File: config.mk
export PLATFORM = sky130hd
export DESIGN_NAME = execute_mem_preg
export DESIGN_NICKNAME = d
export VERILOG_FILES = /design/src/rtl/execute_mem_preg.sv
export SDC_FILE = /design/constraint.sdc
export NUM_CORES = 1
export LEC_CHECK = 0
export ABC_AREA = 1
export ABC_CLOCK_PERIOD_IN_PS = 1400
export CAP_MARGIN = 15
export CORE_MARGIN = 2
export CORE_UTILIZATION = 48
export CTS_BUF_LIST = sky130_fd_sc_hd__clkbuf_2 sky130_fd_sc_hd__clkbuf_4 sky130_fd_sc_hd__clkbuf_8
export DETAILED_ROUTE_END_ITERATION = 8
export PLACE_DENSITY = 0.79
export SLEW_MARGIN = 20
export SYNTH_ARGS = -nofsm -noshare
export SYNTH_HDL_FRONTEND = slang
export SYNTH_SLANG_ARGS = --single-unit
File: constraint.sdc
create_clock -name clk -period 1.4 [get_ports clk]
set_input_delay 0.28 -clock clk [delete_from_list [all_inputs] [get_ports clk]]
set_output_delay 0.28 -clock clk [all_outputs]
set_load 0.01 [all_outputs]
File: src/rtl/execute_mem_preg.sv
// rtl/execute_mem_preg.sv - Execute-to-Memory pipeline register with valid/ready handshake and one-entry skid buffer
// Optional feature macro: EXMEM_PERF_CNT_EN (adds stall_cnt / bubble_cnt performance counters)
module execute_mem_preg #(
  parameter int DATA_WIDTH     = 32,
  parameter int REG_ADDR_WIDTH = 5
) (
  input  logic                      clk,
  input  logic                      rst,
  input  logic                      flush,
  input  logic                      valid_e,
  output logic                      ready_e,
  input  logic [DATA_WIDTH-1:0]     ALUResultE,
  input  logic [DATA_WIDTH-1:0]     WriteDataE,
  input  logic [DATA_WIDTH-1:0]     PCPlus4E,
  input  logic [REG_ADDR_WIDTH-1:0] RdE,
  input  logic                      RegWriteE,
  input  logic                      MemWriteE,
  input  logic [1:0]                ResultSrcE,
  output logic                      valid_m,
  input  logic                      ready_m,
  output logic [DATA_WIDTH-1:0]     ALUResultM,
  output logic [DATA_WIDTH-1:0]     WriteDataM,
  output logic [DATA_WIDTH-1:0]     PCPlus4M,
  output logic [REG_ADDR_WIDTH-1:0] RdM,
  output logic                      RegWriteM,
  output logic                      MemWriteM,
  output logic [1:0]                ResultSrcM
`ifdef EXMEM_PERF_CNT_EN
  ,
  output logic [31:0]               stall_cnt,
  output logic [31:0]               bubble_cnt
`endif
);

  // One held instruction: every field Execute hands to Memory/Writeback
  typedef struct packed {
    logic [DATA_WIDTH-1:0]     alu_result;
    logic [DATA_WIDTH-1:0]     write_data;
    logic [DATA_WIDTH-1:0]     pc_plus4;
    logic [REG_ADDR_WIDTH-1:0] rd;
    logic                      reg_write;
    logic                      mem_write;
    logic [1:0]                result_src;
  } entry_t;

  // EMPTY: nothing held; FULL: main holds an entry; SKID: main and skid both hold entries
  typedef enum logic [1:0] {
    EMPTY = 2'd0,
    FULL  = 2'd1,
    SKID  = 2'd2
  } state_t;

  state_t state_q;
  logic   valid_q;
  logic   ready_q;
  entry_t in_entry;
  entry_t main_q;
  entry_t skid_q;
  logic   in_fire;
  logic   out_fire;

  assign in_entry.alu_result = ALUResultE;
  assign in_entry.write_data = WriteDataE;
  assign in_entry.pc_plus4   = PCPlus4E;
  assign in_entry.rd         = RdE;
  assign in_entry.reg_write  = RegWriteE;
  assign in_entry.mem_write  = MemWriteE;
  assign in_entry.result_src = ResultSrcE;

  // ready_e comes from a flop, so back-pressure from Memory never reaches Execute combinationally
  assign ready_e  = ready_q;
  assign valid_m  = valid_q;
  assign in_fire  = valid_e & ready_q;
  assign out_fire = valid_q & ready_m;

  // Occupancy FSM; valid/ready are registered alongside the state so they track it exactly
  always_ff @(posedge clk) begin
    if (rst) begin
      state_q <= EMPTY;
      valid_q <= 1'b0;
      ready_q <= 1'b1;
    end else if (flush) begin
      state_q <= EMPTY;
      valid_q <= 1'b0;
      ready_q <= 1'b1;
    end else begin
      case (state_q)
        EMPTY: begin
          if (in_fire) begin
            state_q <= FULL;
            valid_q <= 1'b1;
            ready_q <= 1'b1;
          end
        end
        FULL: begin
          if (in_fire && !out_fire) begin
            state_q <= SKID;
            valid_q <= 1'b1;
            ready_q <= 1'b0;
          end else if (!in_fire && out_fire) begin
            state_q <= EMPTY;
            valid_q <= 1'b0;
            ready_q <= 1'b1;
          end
        end
        SKID: begin
          if (out_fire) begin
            state_q <= FULL;
            valid_q <= 1'b1;
            ready_q <= 1'b1;
          end
        end
        default: begin
          state_q <= EMPTY;
          valid_q <= 1'b0;
          ready_q <= 1'b1;
        end
      endcase
    end
  end

  // Entry storage; a flush leaves the data untouched since the gated enables already hide it
  always_ff @(posedge clk) begin
    if (rst) begin
      main_q <= '0;
      skid_q <= '0;
    end else if (!flush) begin
      case (state_q)
        EMPTY: begin
          if (in_fire) main_q <= in_entry;
        end
        FULL: begin
          if (in_fire && out_fire) main_q <= in_entry;
          else if (in_fire)        skid_q <= in_entry;
        end
        SKID: begin
          // Skid always drains into main so the older entry leaves first
          if (out_fire) main_q <= skid_q;
        end
        default: ;
      endcase
    end
  end

  assign ALUResultM = main_q.alu_result;
  assign WriteDataM = main_q.write_data;
  assign PCPlus4M   = main_q.pc_plus4;
  assign RdM        = main_q.rd;
  assign ResultSrcM = main_q.result_src;
  // Write enables are qualified so a stale or flushed entry can never commit
  assign RegWriteM  = main_q.reg_write & valid_q;
  assign MemWriteM  = main_q.mem_write & valid_q;

`ifdef EXMEM_PERF_CNT_EN
  // Stall and bubble counters; only reset clears them, and they wrap naturally
  always_ff @(posedge clk) begin
    if (rst) begin
      stall_cnt  <= 32'd0;
      bubble_cnt <= 32'd0;
    end else begin
      if (valid_e && !ready_q) stall_cnt  <= stall_cnt + 32'd1;
      if (ready_m && !valid_q) bubble_cnt <= bubble_cnt + 32'd1;
    end
  end
`endif

endmodule

==> results.py <==
metrics = {
    "global_route": {
        "antenna_found_initial": 2,
        "grt_pass1_wl_mm": 43.5,
        "grt_overflow": 0,
        "grt_max_degree": 50,
        "grtUsageTotal_pct": 23.6,
        "grt_pass1_vias": 8941,
    },
    "setup_path": {
        "crit_chain": "buf_8, nor2_4, nand4_4, buf_12, clkinv_16, buf_16, nor2_2, nor2_1",
        "cp_top_family": "buffers and inverters",
        "max_stage_delay_ps": 380,
        "cp_num_buf_inv": 4,
        "end_kind": "flip-flop",
        "path_max_fanout": 9,
        "cp_data_arrival_time_ps": 1990,
        "crit_type": "reg -> reg",
        "critPathLaunchType": "flip-flop",
        "cp.required_ps": 1830,
        "cp_slowest_cell": "dfxtp_4",
    },
    "die": {
        "die-area_sq_um": 22900,
        "core_sq_um": 21200,
        "die_y_um": 151,
        "start_util_pct": 49.1,
        "std_cell_rows": 53,
        "die_w_um": 151,
        "ios": 217,
    },
    "yosys": {
        "syn_nets": 1729,
        "yosysSeqAreaShare_pct": 41.2,
        "synth.distinct_cells": 18,
        "synth-seq-cells": 214,
        "syn_area_per_cell_sq_um": 6.42,
        "synth_warnings": 0,
        "synth_area_sq_um": 10400,
        "postSynthCellCount": 1619,
    },
    "placement": {
        "place.port_buffers": 216,
        "gp_congestion": 0.789,
        "place_ws_ps": -460,
        "dp_hpwl_mm": 16.7,
    },
    "timing": {
        "tightest_slew_ps": 265,
        "setup_violations": 214,
        "finalWorstPathRequiredPeriod_ps": 1550,
        "slew-limit-headroom_pct": 82.3,
        "fmax_mhz": 645,
        "clock_skew_ps": 23.1,
        "hold_violations": 0,
        "fin_ws_ps": -152,
        "slew_viol_final": 0,
        "tns_ps": -12150,
        "period_share_pct": 111,
        "rsz0062_at_grt": "yes",
    },
    "finish": {
        "drive_gt1_share_pct": 29.5,
        "finalNetCount": 1915,
        "area.growth.synth_to_final_pct": 53.9,
    },
    "pwr": {
        "ir_drop_uv": 758,
        "power_w": 0.0166,
        "p_leak_nw": 7.52,
        "powerDensity_nw_per_um2": 1040,
    },
    "run_status": {
        "violations": "setup timing",
        "status": "finished with violations",
    },
    "min_path": {
        "hp-class": "in -> reg",
    },
    "route": {
        "drt_drc_violations_left": 0,
        "firstDrtPassIters": 5,
        "vias": 11338,
        "wl_per_cell_um": 19.7,
        "wirelength_mm": 41.4,
        "vias_per_cell": 5.38,
        "ant_nets": 0,
        "drt-initial-drc-count": 879,
    },
    "clock_network": {
        "h-tree-depth": 2,
        "clock_path_buffers": 3,
        "insertion_delay_ps": 550,
        "cts_hold_buf": 0,
        "path_clk_slew_ps": 60,
        "numCtsBuffers": 38,
        "cts_sinks": 214,
        "root_buffer": "clkbuf_8",
        "cts_tree": "built",
    },
    "job": {
        "maxCapViolCount": 0,
    },
}
[where the power goes]
| group | leakage [nW] | total [W] | internal (W) | switching, W |
|---|---|---|---|---|
| Sequential | 1.76 | 0.00670 | 0.00647 | 0.000236 |
| Combinational | 5.32 | 0.00350 | 0.00169 | 0.00181 |
| Clock | 0.446 | 0.00640 | 0.00373 | 0.00266 |
[final timing paths]
path                                startpoint        endpoint  slack (ps)  cells past startpoint
worst max-delay path                state_q[1]      skid_q[72]        -150                      8
worst min register to register  WriteDataM[29]  WriteDataM[29]         470                      2
worst max register to register      state_q[1]      skid_q[72]        -150                      8
worst min-delay path               PCPlus4E[9]      skid_q[18]         380                      3
[through the flow]
stage               util (%)  std cells  cell area (sq um)  hold slack [ps]
floorplan                  -       1619              10400              408
global placement        57.9       1951              12300              461
detailed placement      57.9       1951              12300              471
CTS                     63.4       2030              13400              368
global route            75.6       2108              16000              395
finish                  75.6       2109              16000              382
[state kept, by name, indices dropped and copies added, names as in the netlist]
signal and count:
skid_q 105, ALUResultM 32, PCPlus4M 32, WriteDataM 32
RdM 5, ResultSrcM 2, main_q 2, state_q 2
ready_e 1, valid_m 1
[layout make-up]
type                    count  area (sq um)
multi-input cells        1088          5480
fillers                  1441          5150
repair buffers            346          4530
flip-flops and latches    214          4310
clock buffers              64           793
inverters                 116           472
well taps                 275           344
clock inverters             3          40.0
repair inverters            1          30.0
diodes                      2          5.00
[cell families (layout without fill, tap and decap cells)]
family,after synthesis,count (layout),share of synthesized area [%]
other,0,2,0
AO/OA/AOI/OAI,111,111,5.34
AND/OR/NAND/NOR,974,977,37.0
buffers and inverters,320,530,16.5
flip-flops,214,214,41.2
[worst reg2reg max path, stage by stage (launching register included)]
cell	delay [ps]
dfxtp_4	380
buf_8	140
nor2_4	120
nand4_4	130
buf_12	200
clkinv_16	100
buf_16	150
nor2_2	40
nor2_1	190
[layout by cell type (no fill, tap or decap), types with 28 or more instances in the layout]
cell type and n:
clkbuf_8 50, nor2_1 343, nand3_1 69, nand3_2 37, clkdlybuf4s50_1 109, nor2_4 32, dfxtp_1 194, nor2_2 53
buf_6 31, nand2_1 372, clkbuf_16 42, o21ai_1 58, buf_12 28, clkdlybuf4s15_2 49, inv_1 93, nand2_2 40
o21ai_2 37, clkdlybuf4s15_1 39
[cells in the mapped netlist]
master	count	share of area, %
nand3_1	110	5.3
buf_2	29	1.4
a21oi_1	5	0.24
nand2_2	2	0.12
buf_1	18	0.65
nor2_1	424	15
inv_1	111	4.0
o21ai_1	50	2.4
nand2_1	432	16
buf_4	127	9.2
nand3_2	1	0.096
o21ai_0	56	2.7
inv_2	5	0.18
dfxtp_1	214	41
nor2_2	2	0.12
clkbuf_1	30	1.1
nor2_4	2	0.22
nand4_4	1	0.20
[per-layer routing]
metal	up-vias	wire length [um]	GRT usage, %
met4	0	2440	7.38
met1	5199	15400	28.9
li1	5225	-	-
met5	-	0	0
met2	717	19600	40.9
met3	197	4050	5.93
[timing repair]
item	CTS	global route
resized for setup	355	378
setup endpoints to repair	310	275
buffers inserted	7	9
pin swaps	2	90
cloned	5	72
Note: power is estimated with default switching activity, not from simulation.
